[src/rtl/riscv_pkg.sv]
// Shared RV32 definitions: XLEN, M-extension funct3 encodings and the MDU state enum.
package riscv_pkg;
    localparam int XLEN = 32;

    localparam logic [2:0] MUL_F3    = 3'b000;
    localparam logic [2:0] MULH_F3   = 3'b001;
    localparam logic [2:0] MULHSU_F3 = 3'b010;
    localparam logic [2:0] MULHU_F3  = 3'b011;
    localparam logic [2:0] DIV_F3    = 3'b100;
    localparam logic [2:0] DIVU_F3   = 3'b101;
    localparam logic [2:0] REM_F3    = 3'b110;
    localparam logic [2:0] REMU_F3   = 3'b111;

    typedef enum logic [1:0] {IDLE, CALC, FINISH} mdu_state_t;
endpackage

[src/rtl/mdu_iter.sv]
// Shared 65-bit accumulator: one shift-add (multiply) or restoring-subtract (divide) step per cycle.
module mdu_iter #(
    parameter int W = 32
) (
    input  logic           clk,
    input  logic           rst,
    input  logic           load,
    input  logic           step,
    input  logic           mode,     // 0: multiply, 1: divide
    input  logic [W-1:0]   init_lo,  // multiplier or dividend magnitude
    input  logic [W-1:0]   oper,     // multiplicand or divisor magnitude
    output logic [2*W-1:0] res_nxt   // {hi, lo} after the current step
);
    logic [2*W:0] acc, acc_nxt;
    logic [W:0]   sum, rem_s, diff;
    logic         ge;

    always_comb begin
        sum     = acc[2*W:W] + {1'b0, oper};
        rem_s   = {acc[2*W-1:W], acc[W-1]};
        diff    = rem_s - {1'b0, oper};
        ge      = rem_s >= {1'b0, oper};
        acc_nxt = acc;
        if (!mode) begin
            // Add when the multiplier LSB is set, then shift the whole pair right.
            acc_nxt = acc[0] ? {1'b0, sum, acc[W-1:1]} : {1'b0, acc[2*W:1]};
        end else begin
            // Remainder shifts in the next dividend bit; quotient bit enters at the bottom.
            acc_nxt = {(ge ? diff : rem_s), acc[W-2:0], ge};
        end
    end

    assign res_nxt = acc_nxt[2*W-1:0];

    always_ff @(posedge clk or negedge rst) begin
        if (!rst)
            acc <= '0;
        else if (load)
            acc <= {{(W+1){1'b0}}, init_lo};
        else if (step)
            acc <= acc_nxt;
    end
endmodule

[src/rtl/mul_div_unit.sv]
// Iterative RV32M multiply/divide unit: FSM, sign handling and special cases around mdu_iter.
module mul_div_unit
    import riscv_pkg::*;
#(
    parameter int WIDTH = XLEN
) (
    input  logic             clk,
    input  logic             rst,
    input  logic             start,
    input  logic [2:0]       funct3,
    input  logic [WIDTH-1:0] op_a,
    input  logic [WIDTH-1:0] op_b,
    input  logic [4:0]       rd_in,
    output logic             busy,
    output logic             done,
    output logic [WIDTH-1:0] result,
    output logic [4:0]       rd_out
);
    localparam logic [WIDTH-1:0] SMIN = {1'b1, {(WIDTH-1){1'b0}}};

    mdu_state_t         state_q, state_d;
    logic [5:0]         cnt;
    logic [2:0]         f3_q;
    logic [4:0]         rd_q;
    logic               neg_q;
    logic [WIDTH-1:0]   opb_q;

    logic               is_div, a_sgn, b_sgn, a_neg, b_neg, neg_in;
    logic [WIDTH-1:0]   mag_a, mag_b;
    logic               div0, ovf, special;
    logic [WIDTH-1:0]   sp_res;
    logic               load, step, fin;
    logic [2*WIDTH-1:0] res_nxt, sprod;
    logic [WIDTH-1:0]   quo, rem, fin_res;

    // Operand decode, magnitudes and special-case detection at the start edge.
    always_comb begin
        is_div  = funct3[2];
        a_sgn   = is_div ? ~funct3[0] : (funct3 == MULH_F3 || funct3 == MULHSU_F3);
        b_sgn   = is_div ? ~funct3[0] : (funct3 == MULH_F3);
        a_neg   = a_sgn & op_a[WIDTH-1];
        b_neg   = b_sgn & op_b[WIDTH-1];
        mag_a   = a_neg ? -op_a : op_a;
        mag_b   = b_neg ? -op_b : op_b;
        neg_in  = (is_div && funct3[1]) ? a_neg : (a_neg ^ b_neg);
        div0    = is_div && (op_b == '0);
        ovf     = is_div && !funct3[0] && (op_a == SMIN) && (op_b == '1);
        special = div0 || ovf;
        if (div0)
            sp_res = funct3[1] ? op_a : '1;
        else
            sp_res = funct3[1] ? '0 : SMIN;
    end

    always_comb begin
        state_d = state_q;
        load    = 1'b0;
        step    = 1'b0;
        fin     = 1'b0;
        case (state_q)
            IDLE: if (start) begin
                load    = !special;
                state_d = special ? FINISH : CALC;
            end
            CALC: begin
                step = 1'b1;
                if (cnt == 6'(WIDTH-1)) begin
                    fin     = 1'b1;
                    state_d = FINISH;
                end
            end
            FINISH:  state_d = IDLE;
            default: state_d = IDLE;
        endcase
    end

    assign busy = (state_q != IDLE);
    assign done = (state_q == FINISH);

    mdu_iter #(.W(WIDTH)) u_iter (
        .clk     (clk),
        .rst     (rst),
        .load    (load),
        .step    (step),
        .mode    (f3_q[2]),
        .init_lo (mag_a),
        .oper    (opb_q),
        .res_nxt (res_nxt)
    );

    // Sign correction on the value produced by the final iteration.
    always_comb begin
        sprod = neg_q ? -res_nxt : res_nxt;
        quo   = neg_q ? -res_nxt[WIDTH-1:0] : res_nxt[WIDTH-1:0];
        rem   = neg_q ? -res_nxt[2*WIDTH-1:WIDTH] : res_nxt[2*WIDTH-1:WIDTH];
        if (!f3_q[2])
            fin_res = (f3_q == MUL_F3) ? sprod[WIDTH-1:0] : sprod[2*WIDTH-1:WIDTH];
        else
            fin_res = f3_q[1] ? rem : quo;
    end

    always_ff @(posedge clk or negedge rst) begin
        if (!rst) begin
            state_q <= IDLE;
            cnt     <= '0;
            f3_q    <= '0;
            rd_q    <= '0;
            neg_q   <= 1'b0;
            opb_q   <= '0;
            result  <= '0;
            rd_out  <= '0;
        end else begin
            state_q <= state_d;
            if (state_q == IDLE && start) begin
                cnt   <= '0;
                f3_q  <= funct3;
                rd_q  <= rd_in;
                neg_q <= neg_in;
                opb_q <= mag_b;
                if (special) begin
                    result <= sp_res;
                    rd_out <= rd_in;
                end
            end else if (step) begin
                cnt <= cnt + 6'd1;
            end
            if (fin) begin
                result <= fin_res;
                rd_out <= rd_q;
            end
        end
    end
endmodule

[config.mk]
export PLATFORM = sky130hd
export DESIGN_NAME = mul_div_unit
export DESIGN_NICKNAME = d
export VERILOG_FILES = /design/src/rtl/riscv_pkg.sv /design/src/rtl/mdu_iter.sv /design/src/rtl/mul_div_unit.sv
export SDC_FILE = /design/constraint.sdc
export NUM_CORES = 1
export LEC_CHECK = 0
export CAP_MARGIN = 10
export CORE_ASPECT_RATIO = 0.8
export CORE_MARGIN = 3
export CORE_UTILIZATION = 45
export DETAILED_ROUTE_END_ITERATION = 12
export SLEW_MARGIN = 0
export SYNTH_ARGS = -nofsm -noshare
export SYNTH_HDL_FRONTEND = slang
export SYNTH_HIERARCHICAL = 1
export SYNTH_SLANG_ARGS = --single-unit
[constraint.sdc]
create_clock -name clk -period 6.75 [get_ports clk]
set_input_delay 2.025 -clock clk [delete_from_list [all_inputs] [get_ports clk]]
set_output_delay 2.025 -clock clk [all_outputs]
set_load 0.01 [all_outputs]
; ---- Yosys cells after proc, flatten, opt, wreduce, memory -nomap -nowiden
; Index checks and enable logic that the tools add are counted.
[totals]
out_inout_bits = 39
elab_cells = 87
inputBits = 75
ff_bits = 151
[op_classes]
addsub = 8
n_reduce_logical = 20
n_bitwise = 4
n_lt_le_gt_ge = 1
eq_ne = 9
mux = 36
[ops]
columns = op, count
row1 = $mux 32, 13
row2 = $mux 65, 3
row3 = $mux 64, 2
row4 = $neg 32->32, 4
row5 = $eq 32x32->1 const B, 2
row6 = $neg 64->64, 1
row7 = $add 33x32->33, 1
row8 = $ge 33x32->1, 1
row9 = $mux 33, 1
row10 = $sub 33x32->33, 1
row11 = $logic_not 32->1, 1
row12 = $mux 5, 3
row13 = $mux 6, 2
row14 = $reduce_bool 2->1, 5
row15 = $mux 1, 8
row16 = $add 6x1->6 const B, 1
row17 = $eq 6x5->1 const B, 1
row18 = $logic_and 1x1->1, 6
row19 = $mux 2, 3
row20 = $ne 2x2->1 const B, 2
row21 = $pmux 2 s2, 1
row22 = $reduce_and 2->1, 2
row23 = $eq 3x1->1 const B, 1
row24 = $eq 3x2->1 const B, 1
row25 = 9 further kinds, 12

; ---- Longest topological paths before layout
; Gate-level depths: netlist of the first run.
[depth]
word_depth = 9
ltp_mapped = 21
ltp_nobuf = 20

; ---- Modules after synthesis
; Netlist of the first run, hierarchy kept.
[modules_own_cells]
columns = module, n_inst, seq_area_each_um2, cells_each, area_each_um2
row1 = mul_div_unit, 1, 2152.1, 1092, 8190.4
row2 = mdu_iter, 1, 1626.6, 1044, 8030.2

; ---- Worst setup path after synthesis of the first run
; Ideal clock, no wire load.
[synth_timing]
path_kind = register -> register
from = register opb_q[12]
to = register result[30]
t_arrival_ps = 4710
path_slack_ps = 1908
path_buffers = 3
required_ps = 6619
setup_ps = 131
synth_period_minus_slack_ps = 4842
stages_incl_launch_ff = 20
path_cell_list = dfrtp_1 > inv_1 > ha_1 > buf_2 > a21oi_1 > o21ai_0 > a41o_1 > a221oi_2 > o221a_4 > buf_2 > a21oi_1 > inv_1 > ha_1 > or3b_4 > or4_4 > buf_6 > nor3_1 > mux2_2 > o2111a_1 > or3_1
[synth_via]
elab_cells_between_ends = 16
classes_between = add/sub: 5 / order compare: 1 / mux: 10
[synth_rtl]
columns = element, line_no
row1 = "start, declared", mul_div_unit.sv:26  ; logic [WIDTH-1:0] opb_q;
row2 = "start signal, assigned", mul_div_unit.sv:119  ; opb_q <= mag_b;
row3 = $ge 33x32->1 *, mdu_iter.sv:22  ; ge = rem_s >= {1'b0, oper};
row4 = $mux 65 *, mdu_iter.sv:24  ; if (!mode) begin
row5 = via res_nxt[0], mul_div_unit.sv:33  ; logic [2*WIDTH-1:0] res_nxt, sprod;
row6 = $neg 64->64 / $neg 32->32 (equally long branches), "mul_div_unit.sv:93, mul_div_unit.sv:94"
row7 = $mux 64 / $mux 32 (equally long branches), "mul_div_unit.sv:93, mul_div_unit.sv:94"
row8 = "$mux 32, on equally long branches", "mul_div_unit.sv:97, mul_div_unit.sv:99"
row9 = $mux 32 *, mul_div_unit.sv:96  ; if (!f3_q[2])
row10 = $mux 32 *, mul_div_unit.sv:127  ; if (fin) begin
row11 = "end signal, assigned", mul_div_unit.sv:121  ; result <= sp_res;
row12 = "end signal, assigned", mul_div_unit.sv:128  ; result <= fin_res;
row13 = "end, declared", mul_div_unit.sv:16  ; output logic [WIDTH-1:0] result,
; Mark *: on every way through the listed nets, which the timed path passes. The rest lies on a longest branch.
; A chain may end at the register's enable or synchronous reset.

; ---- Final worst setup path of the first run
[layout_timing]
from = input port op_a[2]
to = register result[30]
[layout_via]
elab_chain_cells = 6
[layout_lines]
columns = element, line_no
row1 = "start, declared", mul_div_unit.sv:11  ; input logic [WIDTH-1:0] op_a,
row2 = $eq 32x32->1, mul_div_unit.sv:47  ; ovf = is_div && !funct3[0] && (op_a == SMIN) && (op_b == '1);
row3 = $logic_and 1x1->1 (2 in series), mul_div_unit.sv:47
row4 = $logic_or 1x1->1, mul_div_unit.sv:48  ; special = div0 || ovf;
row5 = $reduce_bool 2->1 (no source line), -
row6 = $reduce_and 2->1 (no source line), -
; No other way between the ends.

==> metrics.md, run 1 <==
| Metric | Value |
|---|---|
| Setup violators final | `0` |
| Num ports | `between 100 and 150` |
| Avg WL per Cell | `between 20 and 25 um` |
| Pwr Density | `607 mW/mm^2` |
| Tmin final | `6050 ps` |
| Vias per Instance | `roughly 6.5` |
| Worst Slack Setup Final | `just over 700 ps` |
| H-tree Lvls | `4` |
| Die Area | `0.0384 sq mm` |
| Initial antenna violation count | `7` |
| Routed wire length | `between 60 and 70 mm` |
| 1st-iter DRT viols | `~2400` |
| Syn_nets | `approximately 2300` |
| Worst Setup End Kind | `register` |
| TritonCTS clock tree | `built` |
| Max_slew headroom | `0.164` |
| Worst reg2reg path startpoint | `opb_q[26]` |
| FF-to-FF End | `result[30]` |
| Post-synthesis cell type count | `just over 90` |
| Dpl cell area | `0.0178 sq mm` |
| Max-slew violations | `0` |
| Fin cells | `between 2000 and 3000` |
| CTS root buffer | `clkbuf_16` |
| Reg clk slew, reported paths | `about 80 ps` |
| Final GP Congestion | `between 1 and 1.5` |
| Syn Area/Cell | `7.59 sq um` |
| Final net count | `approximately 2300` |
| Post-Layout Inst Area | `roughly 0.018 sq mm` |
| Worst skew pair latency | `roughly 470 ps` |
| R2R setup slack | `approximately 700 ps` |
| R2r worst-path depth | `20` |
| Worst Hold Depth | `2` |
| Die span in y | `176 um` |
| Period utilization | `0.896` |
| Via count | `17231` |
| Post-CTS sizing | `0` |
| Layout cells sized above 1 | `0.0748` |
| Setup bufs post-CTS | `0` |
| Total grt overflow | `0` |
| HPWL Detailed | `49.9 mm` |
| CTS Sinks | `151` |
| VDD IR max | `between 0.2 and 0.25 mV` |
| Hold Buf Count CTS | `0` |
| Asr flop ratio synth | `1.00` |
| Core area | `0.0351 sq mm` |
| CTS buffer count | `17` |
| Dpl ws | `between 400 and 500 ps` |
| Cell total after placement | `2632` |
| Slew at the pin with the worst max-slew slack | `between 1000 and 1500 ps` |
| Fmax | `between 150 and 200 MHz` |
| Startpoint types | `input pin` |
| Final ANT Viol Nets | `0` |
| Largest net degree at the start of global routing | `88` |
| Drt drc | `0` |
| Port buffer count | `between 100 and 150` |
| # fillers | `between 3000 and 4000` |
| Leakage | `~0.0075 uW` |
| Clk buf depth | `2` |
| Initial core utilization | `0.462` |
| Ys Warns | `6` |
| Synthesis-to-layout area growth | `13.4%` |
| Outcome | `finished clean` |
| Data required, critical path | `7090 ps` |
| Hold violation total from the final report | `0` |
| Vias in the first global route | `between 15000 and 20000` |
| EDFF count, synth | `0` |
| First-pass GRT wire length | `~98 mm` |
| Skew final | `14.5 ps` |
| Seq cells post-synth | `between 150 and 200` |
| Worst Hold Class | `register to register` |
| Pre-Repair DR Iteration Count | `9` |
| Synth Flop Type | `dfrtp_1` |
| Synth Instances | `~2100` |
| Worst setup path class | `input pin to register` |
| Sequential area share after synthesis | `0.233` |
| N_diodes | `0` |
| Crit path max fanout | `14` |
| Hold path start | `rd_q[1]` |
| Die X | `218 um` |
| Synth Cell Area | `about 0.016 sq mm` |
| Worst Hold Path EP | `rd_q[1]` |
| Core Rows | `61` |
| Max-cap check violation count | `0` |
| RSZ-0062 raised after global routing | `no` |
| Critical Path AT | `about 6400 ps` |
| All-Layer GR Usage | `0.329` |
| Setup TNS | `0 ps` |
cell usage in the layout (no fill, tap or decap), drive strengths merged, types with 26 or more instances in the layout:
cell           netlist  routed
a211oi              37      37
a21o                50      50
a21oi              136     136
a31oi               39      39
buf                 35      51
clkdlybuf4s50        0     112
dfrtp              151     151
ha                  70      70
inv                 70      77
mux2                34      34
mux2i               63      63
nand2              262     262
nand3               44      44
nand4               45      45
nor2               165     165
nor3                58      58
nor4                26      26
o21ai              182     182
o31ai               33      33
or4                 26      26
xnor2              108     108
xor2                75      75
synthesized netlist by cell type, types with 12 or more instances:
| cell type | count | area [sq um] |
|---|---|---|
| nand2b_1 | 19 | 119 |
| ha_1 | 70 | 876 |
| a21o_1 | 50 | 375 |
| or4_1 | 23 | 173 |
| xor2_1 | 75 | 657 |
| nor2b_1 | 20 | 125 |
| o41ai_1 | 20 | 175 |
| clkbuf_1 | 104 | 390 |
| mux2i_1 | 63 | 631 |
| o211ai_1 | 18 | 135 |
| a31oi_1 | 39 | 244 |
| a21oi_1 | 136 | 681 |
| nand4_1 | 45 | 282 |
| dfrtp_1 | 151 | 3780 |
| nor2_1 | 165 | 619 |
| inv_1 | 70 | 263 |
| buf_2 | 20 | 100 |
| mux2_2 | 34 | 383 |
| o21a_1 | 13 | 97.6 |
| and2_1 | 18 | 113 |
| nand3_1 | 44 | 220 |
| nand2_1 | 261 | 980 |
| nor3_1 | 57 | 285 |
| o21ai_0 | 178 | 891 |
| nor3b_1 | 16 | 120 |
| or3_1 | 25 | 156 |
| a211oi_1 | 35 | 263 |
| o31ai_1 | 33 | 248 |
| buf_1 | 12 | 45.0 |
| nor4_1 | 26 | 163 |
| xnor2_1 | 108 | 946 |
| a221oi_1 | 15 | 131 |
| o22ai_1 | 16 | 100 |
state kept, by name (all words and copies together), names as in the netlist:
name        cells
f3_q            3
u_iter/acc     65
rd_out          5
cnt             6
opb_q          32
state_q         2
result         32
neg_q           1
rd_q            5
stage by stage:
step / hold slack, ps / power, uW / util
4_1_cts: 482 / 11000 / 0.524
2_1_floorplan: 446 / 7330 / -
5_1_grt: 515 / 11900 / 0.524
3_5_place_dp: 462 / 9900 / 0.507
3_3_place_gp: 458 / 9870 / 0.507
6_report: 480 / 11200 / 0.524
critical path, stage by stage:
cell and delay, ps:
clkdlybuf4s50_1 510, or4_1 630, nor3b_1 840, nand4_1 730
nor2_1 440, a21oi_2 110, inv_1 90, buf_4 260
mux2_2 390, or3_1 360
layout make-up:
type | instances | area [sq um] | share of cell area
Multi-Input combinational cell | 1774 | 11600 | 0.632
Sequential cell | 151 | 3780 | 0.206
Timing Repair Buffer | 163 | 1520 | 0.0827
Tap cell | 472 | 591 | 0.0321
Clock buffer | 17 | 425 | 0.0231
Inverter | 72 | 270 | 0.0147
Clock inverter | 15 | 180 | 0.00980
worst max-delay path by stage:
stage / endpoint / slack (ps) / start / cells after the start
finish: result[30] / 700 / op_a[2] / 10
global route: result[30] / 400 / u_iter/acc[55] / 19
CTS: result[29] / 860 / u_iter/acc[55] / 16
detailed placement: result[30] / 410 / op_a[2] / 10
global placement: result[30] / 440 / op_a[2] / 10
floorplan: result[30] / 1910 / opb_q[12] / 19
power by group:
part | leakage [uW] | switching [uW] | internal (uW) | total [uW]
sequential | 0.00183 | 461 | 1310 | 1780
clock | 0.000292 | 505 | 501 | 1010
combinational | 0.00534 | 5230 | 3150 | 8380
total | 0.00747 | 6200 | 4960 | 11200
routing by layer:
layer / wire [um] / vias up / part of all wire / global-route usage
met4: 1130 / 2 / 0.018 / 0.0720
met3: 6450 / 79 / 0.10 / 0.0725
met1: 30400 / 8369 / 0.47 / 0.511
li1: - / 7924 / - / -
met2: 26100 / 857 / 0.41 / 0.458
met5: 13 / - / 0.00020 / 0
cell families after synthesis:
kind of cell,after synthesis,share of synthesized area
AO/OA/AOI/OAI,655,0.267
XOR/XNOR,183,0.0988
adder cells (fa/ha/maj),72,0.0565
buffers and inverters,211,0.0515
flip-flops,151,0.233
multiplexers,98,0.0639
AND/OR/NAND/NOR,766,0.230
Note: power is estimated with default switching activity, not from simulation.
==> run 2, diff against run 1 <==
- ABC_AREA: not set -> 1
- CTS_BUF_LIST: not set -> sky130_fd_sc_hd__clkbuf_4 sky130_fd_sc_hd__clkbuf_8
- GPL_TIMING_DRIVEN: not set -> 1
==> run 2 against run 1 <==
Setup slack gained 810 ps; sequential cell count is the same; hold slack gained 0.93 ps; critical path depth grew 5; first-iteration DRC count grew 28%.
==> metrics.md, run 2 <==
| Metric | Value |
|---|---|
| Outcome | `finished clean` |
| Cell total after placement | `3918 (+49%)` |
| Fin cells | `3950 (+48%)` |
| Seq cells post-synth | `151 (unchanged)` |
| Synth Instances | `3330 (+56%)` |
| Most common cell on crit path | `nand3_1` |
| TritonCTS clock tree | `built` |
| Die X | `234 um (+7.3%)` |
| Core area | `0.0409 sq mm (+16%)` |
| Slew at the pin with the worst max-slew slack | `1160 ps (-81.3 ps)` |
| Most common cell after layout, fill and taps aside | `nand2_1` |
| Syn Area/Cell | `5.63 sq um (-26%)` |
| Drt drc | `0 (unchanged)` |
| Most instantiated cells after synthesis | `nand2_1, inv_1, nor2_1, nand3_1, a21oi_1` |
| Commonest non-fill, non-tap cells in the layout | `nand2_1, inv_1, nand3_1` |
| Post-synth top area share | `0.246 (+0.0133)` |
| Fmax | `191 MHz (+15%)` |
| Initial antenna violation count | `0 (-7)` |
| Sequential area share after synthesis | `0.202 (-0.0314)` |
| First-pass GRT wire length | `118 mm (+21%)` |
| Worst Setup End Kind | `register` |
| Worst skew pair latency | `510 ps (+40 ps)` |
| Routed wire length | `78.6 mm (+23%)` |
| Hold violation total from the final report | `0 (unchanged)` |
| Buf+Inv Stages, Crit Path | `4 (+1)` |
| Initial core utilization | `0.459 (-0.00339)` |
| Setup bufs post-CTS | `0 (unchanged)` |
| CTS Sinks | `151 (unchanged)` |
| Clk buf depth | `2 (unchanged)` |
| EDFF count, synth | `0 (unchanged)` |
| Post-synthesis cell type count | `57 (-38%)` |
| Cell Chain, Critical Path | `clkdlybuf4s50_1, inv_1, ha_1, nand3_1, nor2_2, nand2_1, nor2_1, nand3_1, nand3_1, nor2_2, buf_4, nor2_4, clkinv_1, nor2_1, a21oi_1` |
| Slowest CP cell | `clkinv_1` |
| Data required, critical path | `7140 ps (+50 ps)` |
| Crit path max fanout | `35 (+21)` |
| Tmin final | `5240 ps (-807 ps)` |
| Setup TNS | `0 ps (unchanged)` |
| Max reg flops | `65 (unchanged)` |
| Vias per Instance | `5.63 (-13%)` |
| Reg with most FFs | `u_iter/acc` |
| Core Rows | `66 (+8.2%)` |
| Hold Buf Count CTS | `0 (unchanged)` |
| Synth Flop Type | `dfrtp_1` |
| Skew final | `27.4 ps (+12.8 ps)` |
| Asr flop ratio synth | `1.00 (unchanged)` |
| 1st-iter DRT viols | `3086 (+28%)` |
| Area contributors post-synth | `nand2_1, dfrtp_1, inv_1` |
| Final net count | `3540 (+52%)` |
| Largest net degree at the start of global routing | `152 (+73%)` |
| Avg WL per Cell | `19.9 um (-17%)` |
| Max-slew violations | `0 (unchanged)` |
| CTS buffer count | `17 (unchanged)` |
| Startpoint types | `input pin` |
| All-Layer GR Usage | `0.351 (+0.0228)` |
| Synthesis-to-layout area growth | `10.7%` |
| Post-CTS sizing | `0 (unchanged)` |
| Setup violators final | `0 (unchanged)` |
| Vias in the first global route | `19689 (+24%)` |
| Total grt overflow | `0 (unchanged)` |
| Final GP Congestion | `1.01 (-2.3%)` |
| # fillers | `4464 (+28%)` |
| Ys Warns | `6 (unchanged)` |
| Synth Cell Area | `0.0187 sq mm (+16%)` |
| Worst setup path class | `input pin to register` |
| Layout cells sized above 1 | `0.0467 (-0.0281)` |
| R2R setup slack | `1800 ps (+1100 ps)` |
| Critical Path AT | `5630 ps (-760 ps)` |
| Die Area | `0.0442 sq mm (+15%)` |
| Port buffer count | `113 (unchanged)` |
| Largest regs | `u_iter/acc (65), opb_q (32), result (32)` |
| RSZ-0062 raised after global routing | `no` |
| Worst Hold Class | `register to register` |
| Max stage delay on crit path | `750 ps (-90 ps)` |
| Max-cap check violation count | `0 (unchanged)` |
| N_diodes | `0 (unchanged)` |
| Period utilization | `0.776 (-0.120)` |
| H-tree Lvls | `4 (unchanged)` |
| Max_slew headroom | `0.216 (+0.0524)` |
| Syn_nets | `3477 (+52%)` |
| HPWL Detailed | `64.1 mm (+29%)` |
| Pre-Repair DR Iteration Count | `8 (-1)` |
| Count leader, synth | `nand2_1` |
| Num ports | `114 (unchanged)` |
| Dominant cell type by area after synthesis | `nand2_1` |
| Final ANT Viol Nets | `0 (unchanged)` |
| Via count | `22258 (+29%)` |
| Die span in y | `189 um (+7.2%)` |
| CP top delay family | `simple AND/OR/NAND/NOR gates` |
| CTS root buffer | `clkbuf_8` |
| Reg clk slew, reported paths | `90 ps (about the same)` |
run 2: cell types whose count changed after synthesis, moves of 34 or more:
cell / delta
nand2_1: +969
inv_1: +370
nand3_1: +261
nor2_1: +141
xnor2_1: -89
mux2i_1: -63
a21o_1: -47
clkbuf_1: -37
nor3_1: -35
mux2_2: -34
run 2: kinds of logic (layout without fill, tap and decap cells):
kind of cell | after synthesis | after routing | share of synthesized area
AO/OA/AOI/OAI | 406 | 406 | 0.118
XOR/XNOR | 96 | 96 | 0.0449
flip-flops | 151 | 151 | 0.202
AND/OR/NAND/NOR | 2051 | 2051 | 0.470
buffers and inverters | 554 | 630 | 0.116
adder cells (fa/ha/maj) | 72 | 72 | 0.0489
run 2: path summary, 6_finish.rpt:
path	start	end	cells after the start
max in group asynchronous	rst	f3_q[2]	2
hold / removal	rd_q[2]	rd_q[2]	2
min in group asynchronous	rst	result[27]	2
setup / recovery	op_a[0]	u_iter/acc[4]	15
setup reg to reg	opb_q[1]	result[25]	25
hold reg to reg	rd_q[2]	rd_q[2]	2
run 2: final cells by class:
type	instances	area, sq um	area share
Inverter	450	1690	0.0816
Clock inverter	9	92.6	0.00446
Timing Repair Buffer	148	1410	0.0678
Tap cell	544	681	0.0328
Sequential cell	151	3780	0.182
Clock buffer	23	285	0.0137
Multi-Input combinational cell	2625	12800	0.617
run 2: per-layer routing:
layer	up-vias	global-route usage	part of all wire
li1	10681	-	-
met2	1196	0.452	0.37
met1	10303	0.568	0.48
met4	0	0.0595	0.014
met5	-	0	0
met3	78	0.102	0.14
run 2: worst reg2reg max path, delay by kind of cell, from the launching register on:
family / cells / cell delay (ps)
xor gates and xnor gates: 1 / 140
adders and majority gates: 1 / 380
buffers and inverters: 2 / 430
DFF: 1 / 610
and+or+nand+nor: 21 / 3310
run 2: stage by stage:
stage               hold WS, ps  utilization  area, sq um  setup WS [ps]
floorplan                   442            -        18700           2570
global placement            455        0.498        20400           1230
detailed placement          459        0.498        20400           1090
CTS                         479        0.508        20700           1650
global route                509        0.508        20700           1290
finish                      480        0.508        20700           1510
Power of run 2 is not shown: default switching activity piles up to over one toggle a cycle in this logic, so the estimate is an artifact.
